===== config.mk =====
export PLATFORM = sky130hd
export DESIGN_NAME = counter_ctrl_flat
export DESIGN_NICKNAME = d
export VERILOG_FILES = /design/src/rtl/counter_ctrl_if.sv /design/src/rtl/counter_ctrl.sv /design/src/flat_wrapper.sv
export SDC_FILE = /design/constraint.sdc
export NUM_CORES = 1
export LEC_CHECK = 0
export CORE_MARGIN = 3
export CORE_UTILIZATION = 31
export DETAILED_ROUTE_END_ITERATION = 7
export PLACE_DENSITY = 0.63
export SETUP_SLACK_MARGIN = 0.1
export SYNTH_ARGS = -nofsm -noshare
export SYNTH_HDL_FRONTEND = slang
export SYNTH_SLANG_ARGS = --single-unit

===== constraint.sdc =====
create_clock -name clk -period 5.16 [get_ports clk]
set_input_delay 0.516 -clock clk [delete_from_list [all_inputs] [get_ports clk]]
set_output_delay 0.516 -clock clk [all_outputs]
set_load 0.1 [all_outputs]

===== src/rtl/counter_ctrl_if.sv =====
// rtl/counter_ctrl_if.sv - processor data bus bundle for the counter controller
interface counter_ctrl_if;
  logic        bus_sel;
  logic        bus_we;
  logic [2:0]  bus_addr;
  logic [31:0] bus_wdata;
  logic [31:0] bus_rdata;

  modport master (
    output bus_sel,
    output bus_we,
    output bus_addr,
    output bus_wdata,
    input  bus_rdata
  );

  modport slave (
    input  bus_sel,
    input  bus_we,
    input  bus_addr,
    input  bus_wdata,
    output bus_rdata
  );
endinterface


===== src/rtl/counter_ctrl.sv =====
// rtl/counter_ctrl.sv - memory-mapped pulse generator driving the counter peripheral
module counter_ctrl #(
  parameter int WIDTH  = 7,
  parameter int PWIDTH = 16
) (
  input  logic             clk,
  input  logic             rstn,
  counter_ctrl_if.slave    bus,
  output logic [WIDTH-1:0] counter_N,
  output logic             counter_en,
  input  logic             counter_done,
  input  logic [31:0]      counter_out,
  output logic             irq
);

  typedef enum logic [1:0] {
    IDLE  = 2'd0,
    ARM   = 2'd1,
    WAIT  = 2'd2,
    PULSE = 2'd3
  } state_t;

  // Runaway guard: 2^WIDTH + 1 pulses without counter_done is an error.
  localparam logic [WIDTH:0]  P_LIMIT = {1'b1, {(WIDTH-1){1'b0}}, 1'b1};
  localparam logic [WIDTH:0]  P_ONE   = {{WIDTH{1'b0}}, 1'b1};
  localparam logic [PWIDTH-1:0] T_ONE = {{(PWIDTH-1){1'b0}}, 1'b1};

  state_t            r_state;
  logic [WIDTH-1:0]  r_n;
  logic [PWIDTH-1:0] r_period;
  logic [PWIDTH-1:0] r_timer;
  logic [WIDTH:0]    r_pulses;
  logic              r_irq_en;
  logic              r_done;
  logic              r_err;

  logic w_busy;
  logic w_wr;
  logic w_wr_ctrl;
  logic w_wr_status;
  logic w_start;
  logic w_abort;
  logic w_unused;

  assign w_busy      = (r_state != IDLE);
  assign w_wr        = bus.bus_sel && bus.bus_we;
  assign w_wr_ctrl   = w_wr && (bus.bus_addr == 3'd0);
  assign w_wr_status = w_wr && (bus.bus_addr == 3'd3);
  assign w_start     = w_wr_ctrl && bus.bus_wdata[0];
  assign w_abort     = w_wr_ctrl && bus.bus_wdata[1];
  assign w_unused    = ^bus.bus_wdata[31:PWIDTH];

  // Outputs decoded from registered state only, so they cannot glitch.
  assign counter_en = (r_state == PULSE);
  assign counter_N  = w_busy ? r_n : '0;
  assign irq        = r_done && r_irq_en;

  // Configuration registers; N and PERIOD are frozen while an operation runs.
  always_ff @(posedge clk or negedge rstn) begin
    if (!rstn) begin
      r_n      <= '0;
      r_period <= '0;
      r_irq_en <= 1'b0;
    end else begin
      if (w_wr_ctrl) begin
        r_irq_en <= bus.bus_wdata[2];
      end
      if (w_wr && !w_busy && (bus.bus_addr == 3'd1)) begin
        r_n <= bus.bus_wdata[WIDTH-1:0];
      end
      if (w_wr && !w_busy && (bus.bus_addr == 3'd2)) begin
        r_period <= bus.bus_wdata[PWIDTH-1:0];
      end
    end
  end

  // Sequencer FSM plus sticky status; FSM sets are written after the W1C so they win.
  always_ff @(posedge clk or negedge rstn) begin
    if (!rstn) begin
      r_state  <= IDLE;
      r_timer  <= '0;
      r_pulses <= '0;
      r_done   <= 1'b0;
      r_err    <= 1'b0;
    end else begin
      if (w_wr_status) begin
        if (bus.bus_wdata[1]) r_done <= 1'b0;
        if (bus.bus_wdata[2]) r_err  <= 1'b0;
      end
      if (w_abort) begin
        r_state <= IDLE;
      end else begin
        case (r_state)
          IDLE: begin
            if (w_start) begin
              if (r_n != '0) r_state <= ARM;
              else           r_err   <= 1'b1;
            end
          end
          ARM: begin
            r_timer  <= r_period;
            r_pulses <= '0;
            r_state  <= WAIT;
          end
          WAIT: begin
            if (counter_done) begin
              r_done  <= 1'b1;
              r_state <= IDLE;
            end else if (r_pulses == P_LIMIT) begin
              r_err   <= 1'b1;
              r_state <= IDLE;
            end else if (r_timer == '0) begin
              r_state <= PULSE;
            end else begin
              r_timer <= r_timer - T_ONE;
            end
          end
          PULSE: begin
            if (r_pulses != P_LIMIT) r_pulses <= r_pulses + P_ONE;
            // PULSE itself is one cycle of the interval, so reload one short
            // to keep rising edges PERIOD+1 apart (2 apart when PERIOD is 0).
            r_timer <= (r_period == '0) ? '0 : (r_period - T_ONE);
            r_state <= WAIT;
          end
          default: r_state <= IDLE;
        endcase
      end
    end
  end

  // Single-cycle combinational readback.
  always_comb begin
    bus.bus_rdata = 32'd0;
    case (bus.bus_addr)
      3'd0:    bus.bus_rdata = {29'd0, r_irq_en, 2'b00};
      3'd1:    bus.bus_rdata = {{(32-WIDTH){1'b0}}, r_n};
      3'd2:    bus.bus_rdata = {{(32-PWIDTH){1'b0}}, r_period};
      3'd3:    bus.bus_rdata = {28'd0, r_err, r_done, w_busy};
      3'd4:    bus.bus_rdata = counter_out;
      default: bus.bus_rdata = 32'd0;
    endcase
  end

endmodule


===== src/flat_wrapper.sv =====
// flat-port wrapper written by rule: the top's interface ports become plain ports
module counter_ctrl_flat 
#(
  parameter int WIDTH  = 7,
  parameter int PWIDTH = 16
)
  (clk, rstn, counter_N, counter_en, counter_done, counter_out, irq, bus_bus_sel, bus_bus_we, bus_bus_addr, bus_bus_wdata, bus_bus_rdata);
  counter_ctrl_if bus_i ();
  input  logic clk;
  input  logic rstn;
  output logic [WIDTH-1:0] counter_N;
  output logic counter_en;
  input  logic counter_done;
  input  logic [31:0] counter_out;
  output logic irq;
  input wire logic [$bits(bus_i.bus_sel)-1:0] bus_bus_sel;
  input wire logic [$bits(bus_i.bus_we)-1:0] bus_bus_we;
  input wire logic [$bits(bus_i.bus_addr)-1:0] bus_bus_addr;
  input wire logic [$bits(bus_i.bus_wdata)-1:0] bus_bus_wdata;
  output wire logic [$bits(bus_i.bus_rdata)-1:0] bus_bus_rdata;
  assign bus_i.bus_sel = bus_bus_sel;
  assign bus_i.bus_we = bus_bus_we;
  assign bus_i.bus_addr = bus_bus_addr;
  assign bus_i.bus_wdata = bus_bus_wdata;
  assign bus_bus_rdata = bus_i.bus_rdata;
  counter_ctrl #(.WIDTH(WIDTH), .PWIDTH(PWIDTH)) u_core (.clk(clk), .rstn(rstn), .bus(bus_i), .counter_N(counter_N), .counter_en(counter_en), .counter_done(counter_done), .counter_out(counter_out), .irq(irq));
endmodule

Word-level counts from Yosys, hierarchy flattened --
Index checks and enable logic that the tools add are counted.
Word-level totals: register bits after elaboration 52, latch bits 0, memory bits (writable) 0, ROM bits 0, bits of input ports 72, memories 0
Operators by class: add/sub/neg operators 3, $mul 0, div/mod/pow operators 0, magnitude comparators 0, eq/ne operators 16, shifts and indexed selects 0, multiplexer cells 29, bitwise operators 1, reduce and logical (&&, ||, !) cells 22
Operators with widths (count):
- 32-bit one-hot mux with 5 select lines | 1
- 16-bit two-way mux | 4
- 16-bit one-hot mux with 3 select lines | 1
- 16-bit zero test | 2
- 16-bit by 1-bit subtractor with 16-bit output, second input constant | 2
- 8-bit one-hot mux with 2 select lines | 1
- 1-bit two-way mux | 12
- 2-bit two-way mux | 6
- 1-bit logical AND | 9
- 8-bit by 1-bit adder with 8-bit output, second input constant | 1
- 8-bit == test, second input constant | 1
- 8-bit two-way mux | 1
- 8-bit inequality test, second input constant | 1
- 7-bit two-way mux | 1
- 7-bit nonzero test | 1
- 3-bit by 2-bit == test with 1-bit output, second input constant | 2
- 2-bit inequality test, second input constant | 3
- 3-bit by 1-bit inequality test with 1-bit output, second input constant | 2
- 2-bit one-hot mux with 3 select lines | 1
- 3-bit AND reduction | 2
- 5-bit by 2-bit inequality test with 1-bit output, second input constant | 1
- 5-bit AND reduction | 1
- 2-bit == test, second input constant | 2
- 2-bit nonzero test | 2
- other kinds (11) | 11

Logic depth before layout (Yosys ltp) --
Gate-level depths: netlist (run 1).
depth in word-level cells 7, mapped depth 9, mapped depth without buffers 8

Least setup slack after synthesis (run 1) --
OpenSTA, ideal clock, no wires.
path type input -> output, from input bus_bus_addr[0], to output bus_bus_rdata[0], arrival time 3.280 ns, required time 4.644 ns, setup slack 1.364 ns, stages on the path 4, path through clkbuf_1 -> nor2b_1 -> a22oi_1 -> o21ai_0
Between the ends: cells in the longest elaborated chain, start to end 2
RTL lines:
- start, declared | RTL line flat_wrapper.sv:18 | input wire logic [$bits(bus_i.bus_addr)-1:0] bus_bus_addr;
- 3-bit == test (tied with other cells) | RTL line counter_ctrl.sv:134 | case (bus.bus_addr)
- 32-bit one-hot mux with 5 select lines (*) | RTL line counter_ctrl.sv:134
- end, declared | RTL line flat_wrapper.sv:20 | output wire logic [$bits(bus_i.bus_rdata)-1:0] bus_bus_rdata;
Every way passes the cells marked *; elsewhere a longest branch is shown, timed or not.

Worst setup path in the final report (run 1) --
from input bus_bus_addr[1], to output bus_bus_rdata[8]
Same word-level chain as after synthesis.

==> flow_summary.yaml, run 1 <==
outcome:
  outcome: "finished clean"
clock_tree:
  clkTransAtPathRegs_ns: 0.07
  cts_sinks: 52
  cts_buffers: 5
  post_cts_buffers: 0
  insertion_delay_ns: 0.29
  cts_tree: "built"
  postCtsResizedCells: 0
  hold_buffers: 0
  ctsLongestPathBuffers: 2
  cts_htree_levels: 2
  root_buffer: "clkbuf_16"
placement:
  port_buffers: 96
  gp_congestion: 0.882
  hpwlAfterDp_um: 8070
global_routing:
  grt_overflow_total: 0
  antenna_found_initial: 0
  grt_pass1_wl_um: 17600
  grt_max_degree: 53
  grt_pass1_vias: 3436
  grtUsageTotal: 0.169
timing:
  setup_viol: 0
  final_hold_viol_count: 0
  min_period_over_period: 0.766
  relSlewSlack: 0.237
  drv_slew: 0
  setup_tns_ns: 0
  worst_pin_slew_ns: 1.13
  fmax_mhz: 253
  period_minus_slack_ns: 3.95
  rsz0062_at_grt: "false"
  skew_ns: 0.00630
floorplan:
  num_rows: 38
  die_height_um: 113
  die_area_um2: 12700
  die_width_um: 113
  pin_count: 113
  initial_core_util: 0.321
  core_um2: 11000
setup_path:
  end_kind: "output port"
  arrival_ns: 3.43
  r2r_cells: 5
  start_kind: "input pin"
  worst-setup-path-type: "in2out"
  crit_required_ns: 4.64
  cp_max_fo: 11
route:
  wl_per_cell_um: 17.1
  via_count: 3520
  first_iter_violations: 244
  detail_route.vias_per_cell: 5.58
  drc_errors: 0
  first_pass_iters: 5
  detail-route-antenna-nets: 0
  wirelength_um: 10800
synthesis:
  synth_area_um2: 3520
  synthCells: 405
  yosysSeqAreaShare: 0.369
  synth_edf_count: 0
  synth_cell_types: 60
  synth_ff_type: "dfrtp_1"
  ys_async_sr_fraction: 1.00
  yosys.area.top_type_share: 0.369
  synth-seq-cells: 52
  yosys-top-cells-area: "dfrtp_1, mux2_2, o21ai_0"
  synth_area_per_cell_um2: 8.70
  syn_nets: 482
  synth_top_area_cell: "dfrtp_1"
  ys_warn_count: 0
  synth_most_common_cell: "dfrtp_1"
  yosys-top-cells-count: "dfrtp_1, o21ai_0, nand2_1, nor2_1, mux2_2"
power:
  peakVddDrop_mv: 0.170
  power.density_nw_per_um2: 365
  leakage_nw: 1.86
final_layout:
  area_growth_pct: 32.6
  drive_gt1_frac: 0.138
  diodes: 0
  nNetsFinal: 567
  final_core_util: 0.426
run:
  cap_viol_max_count: 0
hold_path:
  hold_path.class: "in2async"
-- worst max-delay path, cell delays in order --
cell and delay (ns):
clkdlybuf4s50_1 0.65, nor2b_1 0.79, a22oi_1 0.16, nor2_1 0.15, clkdlybuf4s50_1 1.16
-- flip-flops by register name, summed over array words and instances (netlist names) --
name / count
u_core.r_err: 1
u_core.r_timer: 16
u_core.r_n: 7
u_core.r_pulses: 8
u_core.r_period: 16
u_core.r_irq_en: 1
u_core.r_state: 2
u_core.r_done: 1
-- power by group --
part	total, mW	leakage [nW]	internal [mW]	switching, mW
combinational	0.666	1.11	0.274	0.393
clock	0.378	0.0808	0.229	0.150
sequential	0.659	0.671	0.510	0.149
-- metal layers --
layer	wire length (um)	vias to the layer above	part of all wire	global-route usage
met4	199	0	0.018	0.0433
met3	563	21	0.052	0.0313
met2	4960	118	0.46	0.259
met1	5050	1715	0.47	0.244
met5	0	-	0	0
li1	-	1666	-	-
-- final timing paths --
check	start	endpoint	slack [ns]
hold reg to reg	u_core.r_timer[6]	u_core.r_timer[6]	0.52
max in group asynchronous	rstn	u_core.r_period[8]	4.38
setup / recovery	bus_bus_addr[1]	bus_bus_rdata[8]	1.21
setup reg to reg	u_core.r_state[1]	u_core.r_timer[14]	2.31
min in group clk	u_core.r_timer[6]	u_core.r_timer[6]	0.52
hold / removal	rstn	u_core.r_pulses[2]	0.33
-- cells by family after synthesis --
kind of cell	count (synthesis)	share of synthesized area
AO/OA/AOI/OAI	109	0.203
flip-flops	52	0.369
adder cells (fa/ha/maj)	5	0.0177
XOR/XNOR	6	0.0149
multiplexers	28	0.0919
AND/OR/NAND/NOR	173	0.261
buffers and inverters	32	0.0422
-- cell type report --
type	instances	area (um2)
clock buffer	6	129
tap	140	175
inverter	11	41.3
clock inverter	2	35.0
timing repair buffer	99	918
sequential	52	1300
multi-input combinational	321	2070
fill	1082	6310
-- per-stage QoR --
| step | cell area (um2) | worst slack [ns] | hold slack (ns) | total power, mW | cells |
|---|---|---|---|---|---|
| 2_1_floorplan | 3520 | 1.36 | 0.220 | 1.12 | 405 |
| 3_3_place_gp | 4510 | 1.26 | 0.487 | 1.31 | 623 |
| 3_5_place_dp | 4510 | 1.22 | 0.495 | 1.33 | 623 |
| 4_1_cts | 4670 | 1.21 | 0.370 | 1.71 | 631 |
| 5_1_grt | 4670 | 1.03 | 0.412 | 1.81 | 631 |
| 6_report | 4670 | 1.21 | 0.332 | 1.70 | 631 |
-- layout by cell type (no fill, tap or decap), types with 2 or more instances in the layout --
cell type / count
a21o_1: 3
a21oi_1: 10
a221oi_1: 6
a222oi_1: 2
a22o_1: 7
a22oi_1: 15
a31oi_1: 2
and2_1: 22
and3_1: 3
buf_4: 27
clkbuf_16: 5
clkdlybuf4s50_1: 71
dfrtp_1: 52
ha_1: 5
inv_1: 11
mux2_2: 25
mux2i_1: 2
nand2_1: 39
nand2b_1: 3
nand3_1: 12
nand4_1: 5
nor2_1: 35
nor2b_1: 15
nor3_1: 10
nor3b_1: 3
nor4_1: 9
nor4b_1: 3
o21ai_0: 41
o22ai_1: 5
o2bb2ai_1: 2
o31ai_1: 3
or2_2: 2
or4_1: 3
xnor2_1: 5
Note: power is estimated with default switching activity, not from simulation.
==> run 2: changes to the inputs <==
==> constraint.sdc (replaced) <==
create_clock -name clk -period 3.9 [get_ports clk]
set_input_delay 0.39 -clock clk [delete_from_list [all_inputs] [get_ports clk]]
set_output_delay 0.39 -clock clk [all_outputs]
set_load 0.1 [all_outputs]
==> run 2 against run 1 <==
  * The flow now finishes with violations (negative hold slack)
  * Global-route usage is 0.22 points higher
  * Clock-buffer cell count stayed put
  * Final cell count is 1.1% higher
  * Combinational power is 43% higher
  * Clock power is 18% higher
  * Via count is 0.88% higher
  * Clock skew is 0.0017 ns higher
==> flow_summary.yaml, run 2 (synthesis gave the netlist of run 1 again) <==
outcome:
  outcome: "finished, violations left"
  violations: "negative hold slack"
route:
  first_pass_iters: 7
  detail_route.vias_per_cell: 5.57
  drc_errors: 0
  wl_per_cell_um: 17.3
  via_count: 3551
  drt-met1-wl_um: 5120
  met2_length_um: 5320
  routed.top_layer: "met4"
  detail-route-antenna-nets: 0
  wirelength_um: 11000
  dr_wl_met3_um: 525
  first_iter_violations: 280
final_layout:
  area_growth_pct: 40.8
  multi_input_area_um2: 2070
  drive_gt1_frac: 0.183
  top_regs: "u_core.r_period (16), u_core.r_timer (16), u_core.r_pulses (8)"
  layout.area.seq_um2: 1300
  nNetsFinal: 574
  diodes: 0
  final_common_cell: "clkdlybuf4s50_1"
  nFillCells: 1054
  final_area_um2: 4960
  final_cell_mix: "clkdlybuf4s50_1, dfrtp_1, o21ai_0, nand2_1, nor2_1"
clock_tree:
  root_buffer: "clkbuf_16"
  clkTransAtPathRegs_ns: 0.07
  cts_htree_levels: 2
  cts_buffers: 5
  cts_tree: "built"
  hold_buffers: 0
  cts_sinks: 52
  insertion_delay_ns: 0.29
  post_cts_buffers: 0
  postCtsResizedCells: 0
  ctsLongestPathBuffers: 2
setup_path:
  ff2ff_setup_slack_ns: 1.30
  arrival_ns: 2.44
  start_kind: "input pin"
  end_kind: "output port"
  worst-setup-path-type: "in2out"
  cp_max_fo: 18
  crit_required_ns: 3.51
placement:
  gp_congestion: 0.868
  place_area_um2: 4810
  hpwlAfterDp_um: 8370
  port_buffers: 96
timing:
  drv_slew: 0
  relSlewSlack: 0.352
  worst_pin_slew_ns: 0.969
  holdWs_ns: -0.00161
  min_period_over_period: 0.725
  setup_viol: 0
  rsz0062_at_grt: "false"
  fmax_mhz: 354
  final_hold_viol_count: 3
  skew_ns: 0.00798
  period_minus_slack_ns: 2.83
  setup_tns_ns: 0
global_routing:
  grt_max_degree: 38
  grt_overflow_total: 0
  grt_pass1_wl_um: 17800
  grt_pass1_vias: 3411
  grtUsageTotal: 0.171
  antenna_found_initial: 0
power:
  leakage_nw: 1.99
  peakVddDrop_mv: 0.253
  power.density_nw_per_um2: 457
floorplan:
  core_um2: 11000
  initial_core_util: 0.321
  pin_count: 113
  num_rows: 38
  die_area_um2: 12700
  die_height_um: 113
  die_width_um: 113
hold_path:
  hold_path.class: "in2async"
run:
  cap_viol_max_count: 0
-- run 2: routing by layer --
layer / vias to the layer above / global-route usage
met2: 113 / 0.276
met1: 1756 / 0.247
met5: - / 0
met3: 4 / 0.0259
met4: 0 / 0.0256
li1: 1678 / -
-- run 2: layout make-up --
cell class,count,area share
multi-input cells,321,0.418
flip-flops and latches,52,0.262
repair buffers,106,0.246
well taps,140,0.0353
clock buffers,6,0.0280
inverters,11,0.00832
clock inverters,2,0.00202
-- run 2: worst paths after layout --
check / from / to / depth (start not counted)
max in group asynchronous: rstn / u_core.r_n[4] / 2
worst max-delay path: bus_bus_addr[0] / bus_bus_rdata[3] / 5
worst min register to register: u_core.r_timer[6] / u_core.r_timer[6] / 1
min in group clk: u_core.r_timer[6] / u_core.r_timer[6] / 1
worst max register to register: u_core.r_period[0] / u_core.r_timer[12] / 8
worst min-delay path: rstn / u_core.r_pulses[3] / 1
-- run 2: report_power, final --
part	total, mW	internal [mW]	switching, mW
registers	0.873	0.675	0.198
clock network	0.447	0.253	0.194
logic	0.950	0.414	0.535
-- run 2: through the flow --
step	instances	util	hold slack, ns	total power, mW	worst slack [ns]
2_1_floorplan	405	-	0.0944	1.48	0.356
3_3_place_gp	630	0.438	0.325	1.80	1.02
3_5_place_dp	630	0.438	0.324	1.82	0.999
4_1_cts	638	0.452	0.0176	2.27	1.06
5_1_grt	638	0.452	0.0289	2.41	0.922
6_report	638	0.452	-0.00161	2.27	1.07
-- run 2: critical path, stage by stage --
cell and delay (ns):
clkdlybuf4s50_1 0.94, nor2b_1 0.41, a22oi_1 0.13, o21ai_0 0.34, buf_12 0.23
